File: config.mk
export PLATFORM = sky130hd
export DESIGN_NAME = muldiv_unit_flat
export DESIGN_NICKNAME = d
export VERILOG_FILES = /design/src/rtl/muldiv_unit_pkg.sv /design/src/rtl/muldiv_unit_if.sv /design/src/rtl/muldiv_unit_step.sv /design/src/rtl/muldiv_unit.sv /design/src/flat_wrapper.sv
export SDC_FILE = /design/constraint.sdc
export NUM_CORES = 1
export LEC_CHECK = 0
export CAP_MARGIN = 30
export CORE_MARGIN = 3
export CORE_UTILIZATION = 52
export DETAILED_ROUTE_END_ITERATION = 8
export GPL_ROUTABILITY_DRIVEN = 0
export PLACE_DENSITY = 0.78
export SYNTH_ARGS = -nofsm -noshare
export SYNTH_HDL_FRONTEND = slang
export SYNTH_SLANG_ARGS = --single-unit
export TNS_END_PERCENT = 20
File: constraint.sdc
create_clock -name clk -period 6.2 [get_ports clk]
set_clock_uncertainty 0.2 [all_clocks]
set_input_delay 1.24 -clock clk [delete_from_list [all_inputs] [get_ports clk]]
set_output_delay 1.24 -clock clk [all_outputs]
set_load 0.02 [all_outputs]
File: src/rtl/muldiv_unit_pkg.sv
// Shared encodings for the multiply/divide unit: op codes seen by decode/hazard logic
// and the FSM state values.
package muldiv_unit_pkg;

   localparam int MD_WIDTH = 32;

   typedef enum logic [1:0] {
      MD_MULT  = 2'b00,
      MD_MULTU = 2'b01,
      MD_DIV   = 2'b10,
      MD_DIVU  = 2'b11
   } md_op_e;

   typedef enum logic [1:0] {
      ST_IDLE  = 2'b00,
      ST_CALC  = 2'b01,
      ST_FIXUP = 2'b10
   } md_state_e;

   function automatic logic md_is_signed(md_op_e op);
      return (op == MD_MULT) || (op == MD_DIV);
   endfunction

endpackage

File: src/rtl/muldiv_unit_if.sv
// Execute-stage bundle between the pipeline and the mul/div unit: launch, MTHI/MTLO
// writes, busy/done status and the architectural HI/LO values.
interface muldiv_unit_if #(parameter int WIDTH = 32);
   import muldiv_unit_pkg::*;

   logic             start;
   md_op_e           op;
   logic [WIDTH-1:0] A;
   logic [WIDTH-1:0] B;
   logic             we_hi;
   logic             we_lo;
   logic [WIDTH-1:0] wdata;
   logic             busy;
   logic             done;
   logic [WIDTH-1:0] hi;
   logic [WIDTH-1:0] lo;

   modport master (output start, op, A, B, we_hi, we_lo, wdata,
                   input  busy, done, hi, lo);
   modport slave  (input  start, op, A, B, we_hi, we_lo, wdata,
                   output busy, done, hi, lo);
endinterface

File: src/rtl/muldiv_unit_step.sv
// One radix-2 iteration, purely combinational: shift-add for multiply on {acc, multiplier},
// restoring trial-subtract-shift for divide on {remainder, dividend/quotient}.
module muldiv_step #(
   parameter int WIDTH = 32
) (
   input  logic               is_div,
   input  logic [2*WIDTH-1:0] work,
   input  logic [WIDTH-1:0]   operand,
   output logic [2*WIDTH-1:0] next_work
);

   logic [WIDTH:0]   sum;
   logic [WIDTH:0]   rem_sh;
   logic [WIDTH-1:0] diff;
   logic             fits;

   always_comb begin
      sum    = {1'b0, work[2*WIDTH-1:WIDTH]} + (work[0] ? {1'b0, operand} : '0);
      rem_sh = work[2*WIDTH-1:WIDTH-1];
      fits   = (rem_sh >= {1'b0, operand});
      // remainder stays below the divisor, so the difference always fits in WIDTH bits
      diff   = rem_sh[WIDTH-1:0] - operand;
      if (!is_div) begin
         next_work = {sum, work[WIDTH-1:1]};
      end else if (fits) begin
         next_work = {diff, work[WIDTH-2:0], 1'b1};
      end else begin
         next_work = {rem_sh[WIDTH-1:0], work[WIDTH-2:0], 1'b0};
      end
   end

endmodule

File: src/rtl/muldiv_unit.sv
// Iterative 32-bit mul/div with HI/LO; start to done is 34 cycles (1 launch, WIDTH steps, 1 fixup).
// No internal queueing: busy is raised from the launch cycle and start/MTHI/MTLO are ignored while busy.
module muldiv_unit
   import muldiv_unit_pkg::*;
#(
   parameter int WIDTH = MD_WIDTH
) (
   input  logic          clk,
   input  logic          reset,
   muldiv_unit_if.slave  md
);

   localparam logic [5:0] LAST_STEP = 6'(WIDTH - 1);

   md_state_e          state, state_nxt;
   logic [5:0]         count;
   logic               is_div_q;
   logic               neg_res;
   logic               neg_rem;
   logic               div_zero;
   logic [WIDTH-1:0]   b_q;
   logic [2*WIDTH-1:0] work;
   logic [2*WIDTH-1:0] work_step;
   logic [WIDTH-1:0]   hi_q, lo_q;
   logic               done_q;

   logic               is_signed;
   logic [WIDTH-1:0]   a_mag, b_mag;
   logic [2*WIDTH-1:0] prod;
   logic [WIDTH-1:0]   quot, rem;
   logic [WIDTH-1:0]   hi_fix, lo_fix;

   muldiv_step #(.WIDTH(WIDTH)) u_step (
      .is_div    (is_div_q),
      .work      (work),
      .operand   (b_q),
      .next_work (work_step)
   );

   always_ff @(posedge clk or posedge reset) begin
      if (reset) state <= ST_IDLE;
      else       state <= state_nxt;
   end

   always_comb begin
      state_nxt = state;
      case (state)
         ST_IDLE:  if (md.start) state_nxt = ST_CALC;
         ST_CALC:  if (count == LAST_STEP) state_nxt = ST_FIXUP;
         ST_FIXUP: state_nxt = ST_IDLE;
         default:  state_nxt = ST_IDLE;
      endcase
   end

   always_comb begin
      is_signed = md_is_signed(md.op);
      a_mag     = (is_signed && md.A[WIDTH-1]) ? -md.A : md.A;
      b_mag     = (is_signed && md.B[WIDTH-1]) ? -md.B : md.B;
      prod      = neg_res ? -work : work;
      quot      = neg_res ? -work[WIDTH-1:0] : work[WIDTH-1:0];
      rem       = neg_rem ? -work[2*WIDTH-1:WIDTH] : work[2*WIDTH-1:WIDTH];
      if (is_div_q) begin
         // the remainder path already reproduces the dividend on a zero divisor
         hi_fix = rem;
         lo_fix = div_zero ? '1 : quot;
      end else begin
         hi_fix = prod[2*WIDTH-1:WIDTH];
         lo_fix = prod[WIDTH-1:0];
      end
   end

   always_ff @(posedge clk or posedge reset) begin
      if (reset) begin
         count    <= '0;
         is_div_q <= 1'b0;
         neg_res  <= 1'b0;
         neg_rem  <= 1'b0;
         div_zero <= 1'b0;
         b_q      <= '0;
         work     <= '0;
         hi_q     <= '0;
         lo_q     <= '0;
         done_q   <= 1'b0;
      end else begin
         done_q <= (state == ST_FIXUP);
         case (state)
            ST_IDLE: begin
               if (md.start) begin
                  count    <= '0;
                  is_div_q <= md.op[1];
                  neg_res  <= is_signed && (md.A[WIDTH-1] ^ md.B[WIDTH-1]);
                  neg_rem  <= is_signed && md.A[WIDTH-1];
                  div_zero <= (md.B == '0);
                  b_q      <= b_mag;
                  work     <= {{WIDTH{1'b0}}, a_mag};
               end else begin
                  if (md.we_hi) hi_q <= md.wdata;
                  if (md.we_lo) lo_q <= md.wdata;
               end
            end
            ST_CALC: begin
               work  <= work_step;
               count <= count + 6'd1;
            end
            ST_FIXUP: begin
               hi_q <= hi_fix;
               lo_q <= lo_fix;
            end
            default: ;
         endcase
      end
   end

   // busy covers the launch cycle too, so a dependent MFHI/MFLO behind the op stalls at once
   assign md.busy = (state != ST_IDLE) || md.start;
   assign md.done = done_q;
   assign md.hi   = hi_q;
   assign md.lo   = lo_q;

endmodule

File: src/flat_wrapper.sv
// flat-port wrapper written by rule: the top's interface ports become plain ports
module muldiv_unit_flat import muldiv_unit_pkg::*;
#(
   parameter int WIDTH = MD_WIDTH
)
  (clk, reset, md_start, md_op, md_A, md_B, md_we_hi, md_we_lo, md_wdata, md_busy, md_done, md_hi, md_lo);
  muldiv_unit_if #(.WIDTH(WIDTH)) md_i ();
  input  logic clk;
  input  logic reset;
  input wire logic [$bits(md_i.start)-1:0] md_start;
  input wire logic [$bits(md_i.op)-1:0] md_op;
  input wire logic [$bits(md_i.A)-1:0] md_A;
  input wire logic [$bits(md_i.B)-1:0] md_B;
  input wire logic [$bits(md_i.we_hi)-1:0] md_we_hi;
  input wire logic [$bits(md_i.we_lo)-1:0] md_we_lo;
  input wire logic [$bits(md_i.wdata)-1:0] md_wdata;
  output wire logic [$bits(md_i.busy)-1:0] md_busy;
  output wire logic [$bits(md_i.done)-1:0] md_done;
  output wire logic [$bits(md_i.hi)-1:0] md_hi;
  output wire logic [$bits(md_i.lo)-1:0] md_lo;
  assign md_i.start = md_start;
  assign md_i.op = md_op;
  assign md_i.A = md_A;
  assign md_i.B = md_B;
  assign md_i.we_hi = md_we_hi;
  assign md_i.we_lo = md_we_lo;
  assign md_i.wdata = md_wdata;
  assign md_busy = md_i.busy;
  assign md_done = md_i.done;
  assign md_hi = md_i.hi;
  assign md_lo = md_i.lo;
  muldiv_unit #(.WIDTH(WIDTH)) u_core (.clk(clk), .reset(reset), .md(md_i));
endmodule
### Word-level counts from Yosys, hierarchy flattened

Cells that the tools add are included.

* add/sub/neg operators: 8
* order comparisons: 1
* eq/ne operators: 9
* mux-type cells: 24
* bitwise operators: 1
* reduce and logical (&&, ||, !) cells: 16

Operator list (number)
* $mux 32: 12
* $mux 64: 4
* $neg 32->32: 4
* $pmux 32 s2: 2
* $pmux 64 s2: 1
* $neg 64->64: 1
* $add 32x33->33: 1
* $ge 33x32->1: 1
* $logic_not 32->1: 1
* $sub 32x32->32: 1
* $pmux 6 s2: 1
* $ne 2x2->1 const B: 4
* $add 6x1->6 const B: 1
* $eq 6x5->1 const B: 1
* $mux 6: 1
* $reduce_and 2->1: 3
* $reduce_and 3->1: 2
* $reduce_bool 2->1: 3
* $eq 2x2->1 const B: 2
* $logic_not 2->1: 2
* $mux 2: 2
* $pmux 2 s2: 1
* $logic_and 1x1->1: 3
* $eq 2x1->1 const B: 1
* other kinds (3): 4

* register bits: 173
* input bits: 103
* output and inout bits: 66
* logic and storage cells: 70

### Logic depth before layout (Yosys ltp)

* depth after elaboration: 6
* gate-level depth with buffers: 15
* depth with buffers taken out: 13

### Modules after synthesis

From an unflattened synthesis, not the netlist that was laid out.

* cells, all modules: 2002
* area, all modules: 15483.6 um2

Modules (own cells, without submodules)
* muldiv_unit: times used 1, cells each 1314, area each 10716.5 um2, sequential area each 4329.2 um2
* muldiv_step: times used 1, cells each 688, area each 4767.1 um2, sequential area each 0.0 um2

### Least setup slack after synthesis

Ideal clock, no wire load.

* path type: input-to-reg
* from: input md_A[9]
* to: register u_core.work[28]
* library setup time: 0.083 ns
* data arrival time: 3.230 ns
* required time: 5.917 ns
* path slack: 2.687 ns
* cell stages on the path: 9
* buffers on the path: 0
* cell sequence: or4_1 > nor4_1 > nand2_1 > nor3b_2 > nand2_1 > o41ai_1 > xnor2_1 > nor2_1 > o22ai_1

* longest elaborated chain between the ends: 4

Ends and longest elaborated chain
* from (decl): RTL line flat_wrapper.sv:12 `input wire logic [$bits(md_i.A)-1:0] md_A;`
* $neg 32->32: RTL line muldiv_unit.sv:57 `a_mag = (is_signed && md.A[WIDTH-1]) ? -md.A : md.A;`
* $mux 32: RTL line muldiv_unit.sv:57
* $mux 64: RTL line muldiv_unit.sv:88 `if (md.start) begin`
* $pmux 64 s2: RTL line muldiv_unit.sv:86 `case (state)`
* to (signal assigned): RTL line muldiv_unit.sv:95 `work <= {{WIDTH{1'b0}}, a_mag};`
* to (signal assigned): RTL line muldiv_unit.sv:102 `work <= work_step;`
* to (decl): RTL line muldiv_unit.sv:22 `logic [2*WIDTH-1:0] work;`

Every way passes these cells. The select of a mux whose other input is x is not followed.
A chain may end at the register's enable or synchronous reset.

### Final worst setup path

* from: register u_core.work[0]
* to: register u_core.work[63]

* longest elaborated chain between the ends: 4

Ends and longest elaborated chain
* $mux 32: RTL line muldiv_unit_step.sv:18 `sum = {1'b0, work[2*WIDTH-1:WIDTH]} + (work[0] ? {1'b0, operand} : '0);`
* $add 32x33->33: RTL line muldiv_unit_step.sv:18
* $mux 64: RTL line muldiv_unit_step.sv:23 `if (!is_div) begin`
* $pmux 64 s2: RTL line muldiv_unit.sv:86

Every way passes these cells.

==> results.yml <==
outcome:
  status: "finished clean"
clocking:
  clock_sinks: 173
  cts.repair.resized: 0
  cts_root_buf: "clkbuf_16"
  clock_latency_ns: 0.45
  tritoncts: "built"
  path_clk_slew_ns: 0.08
  cts_buffer_depth: 2
  cts_max_level: 4
  cts_setup_buffers: 0
  cts_hold_buf: 0
  cts_buffers: 17
sta:
  setup_viol: 0
  period_minus_slack_ns: 4.458
  max_slew_margin_pct: 31.17
  setup-tns-final_ns: 0
  timing.fmax_mhz: 224.3
  worst_pin_slew_ns: 1.026
  rsz0062_at_grt: "no"
  hold_viol_final: 0
  slew_viol_final: 0
  final.period_utilization_pct: 71.90
global_route:
  antenna_found_initial: 0
  grt_max_degree: 101
  grt_pass1_wl_um: 70550
  track_usage_pct: 29.98
  grt-ovfl-total: 0
  grt_pass1_vias: 13225
route:
  post_drt_wl_per_cell_um: 20.04
  drt_iter0_drc: 1754
  vias_per_cell: 6.313
  wirelength_um: 44730
  drtAntennaViolNets: 0
  vias: 14090
  first_pass_iters: 6
  remaining_drc_errors: 0
final_layout:
  fin_area_um2: 16700
  layout-drive-gt1-share_pct: 4.008
  nets: 2057
  syn_to_final_growth_pct: 17.85
logic_synthesis:
  synth_area_per_cell_um2: 7.934
  ys_types: 70
  netlist_top_cells_area: "dfrtp_1 31%, o21ai_0 8.4%, nand2_1 6.5%"
  ys_ff_latch: 173
  synth_edf_count: 0
  yosysTopAreaCell: "dfrtp_1"
  synth-xor-area-share_pct: 10.69
  ys_seq_area_share_pct: 30.55
  muxShareOfSynthArea_pct: 5.466
  synth_compound_area_share_pct: 24.29
  ys_top_cells_by_count: "246 x nand2_1, 237 x o21ai_0, 173 x dfrtp_1"
  synth_nets: 1960
  synthSimpleGateAreaFrac_pct: 18.00
  synth_top_area_share_pct: 30.55
  synth.most_common_cell: "nand2_1"
  asyncSetResetFlopFracSynth_pct: 100.0
  syn_area_um2: 14170
  synth_top_family_by_area: "compound AO/OA/AOI/OAI gates"
  synth_warnings: 0
  synth-main-ff-cell: "dfrtp_1"
  synthCells: 1786
  synthAdderAreaFrac_pct: 6.375
hold_path:
  min_path_type: "register to register"
critical_path:
  crit_fanout: 8
  reg2reg_to: "u_core.work[63]$_DFFE_PP0P_"
  start_kind: "register"
  worstSetupPathType: "register to register"
  crit_arrival_ns: 4.60
  reg2reg_depth: 13
  crit_start: "u_core.work[0]$_DFFE_PP0P_"
  r2r_setup_slack_ns: 1.74
  required_ns: 6.34
  timing.rr.start: "u_core.work[0]$_DFFE_PP0P_"
  crit_path_end: "u_core.work[63]$_DFFE_PP0P_"
  cp-end-kind: "register"
placed_design:
  io_buffers: 168
  hpwl_um: 33340
  place_area_um2: 16030
floorplanning:
  row_count: 59
  die_x_um: 171.1
  ios: 169
  core_um2: 26430
  start_util_pct: 53.62
  die_h_um: 171.1
  die_area_um2: 29270
run:
  cap_viol_max_count: 0
power_and_ir_drop:
  irDropWorstVdd_uv: 244.6
  power_density_nw_per_um2: 522.4
  cellLeakagePower_nw: 6.759
[layout by cell type (no fill, tap or decap), drive strengths merged, types with 18 or more instances in the layout]
cell	instances
nor3	33
o22ai	35
mux2i	74
nand2b	21
nor2b	19
nand3	27
dfrtp	173
clkdlybuf4s50	168
xnor2	105
a31oi	20
inv	69
a22oi	21
a21oi	100
buf	18
nor2	103
ha	69
o31ai	22
o211ai	34
o21ai	249
xor2	68
a21o	22
nor4	22
nand2	246
[layout make-up]
class | count | area [µm²]
Clock buffer | 17 | 425.4
Sequential cell | 173 | 4330
Tap cell | 335 | 419.2
Timing Repair Buffer | 186 | 1869
Inverter | 63 | 241.5
Antenna cell | 1 | 2.502
Clock inverter | 15 | 188.9
Fill cell | 2273 | 9728
Multi-Input combinational cell | 1442 | 9223
[per-stage QoR]
step | hold WS [ns] | cells | utilization, % | total power [mW] | worst slack, ns
final | 0.2758 | 2232 | 63.19 | 8.724 | 1.742
after CTS | 0.2738 | 2228 | 62.97 | 8.510 | 1.926
after global routing | 0.2931 | 2231 | 63.18 | 9.301 | 1.606
after floorplan | 0.2386 | 1786 | - | 5.794 | 0.07150
after global placement | 0.2615 | 2194 | 60.56 | 7.188 | 1.861
after detailed placement | 0.2692 | 2196 | 60.65 | 7.347 | 1.762
[worst max-delay path, cell delays in order, from the launching register on]
cell	delay (ns)
dfrtp_1	0.58
and2_1	0.19
ha_1	0.21
inv_1	0.07
fa_1	0.40
nand2b_1	0.21
a21oi_1	0.23
o21a_1	0.27
o21ai_0	0.27
o31ai_1	0.86
nand4_1	0.20
a41o_1	0.27
nand3b_1	0.16
a311oi_1	0.25
[worst min path at each step]
stage                                     start  depth (start not counted)  slack, ns                          end
CTS                 u_core.count[5]$_DFFE_PP0P_                          1       0.27  u_core.state[1]$_DFFE_PP0P_
global placement      u_core.b_q[3]$_DFFE_PP0P_                          2       0.26    u_core.b_q[3]$_DFFE_PP0P_
detailed placement  u_core.md.lo[4]$_DFFE_PP0P_                          2       0.27  u_core.md.lo[4]$_DFFE_PP0P_
floorplan           u_core.div_zero$_DFFE_PP0P_                          2       0.24  u_core.div_zero$_DFFE_PP0P_
global route        u_core.count[5]$_DFFE_PP0P_                          1       0.29  u_core.state[1]$_DFFE_PP0P_
finish              u_core.count[5]$_DFFE_PP0P_                          1       0.28  u_core.state[1]$_DFFE_PP0P_
[flip-flops by register name (all words and copies together) (netlist names)]
signal,flops
u_core.neg_rem,1
u_core.div_zero,1
u_core.md.lo,32
u_core.is_div_q,1
u_core.work,64
u_core.state,2
u_core.md.hi,32
u_core.md.done,1
u_core.neg_res,1
u_core.b_q,32
u_core.count,6
[routing by layer]
layer  wire [µm]  vias to the layer above  global-route usage (%)
li1            -                     6642                       -
met1       18940                     6636                   43.19
met2       19780                      712                   45.89
met3        4615                      100                   5.684
met4        1393                        0                   9.202
met5           0                        -                       0
[power breakdown]
part           internal, mW  leakage (nW)  switching (mW)
sequential             1.54          2.08           0.728
clock                 0.550         0.296           0.571
combinational          2.21          4.38            3.12
total                  4.30          6.76            4.42
[kinds of logic (layout without fill, tap and decap cells)]
logic type | Yosys count | after routing
AO/OA/AOI/OAI | 574 | 574
AND/OR/NAND/NOR | 547 | 547
XOR/XNOR | 173 | 173
flip-flops | 173 | 173
buffers and inverters | 171 | 281
multiplexers | 77 | 77
adder cells (fa/ha/maj) | 71 | 71
other | 0 | 1
Note: power is estimated with default switching activity, not from simulation.
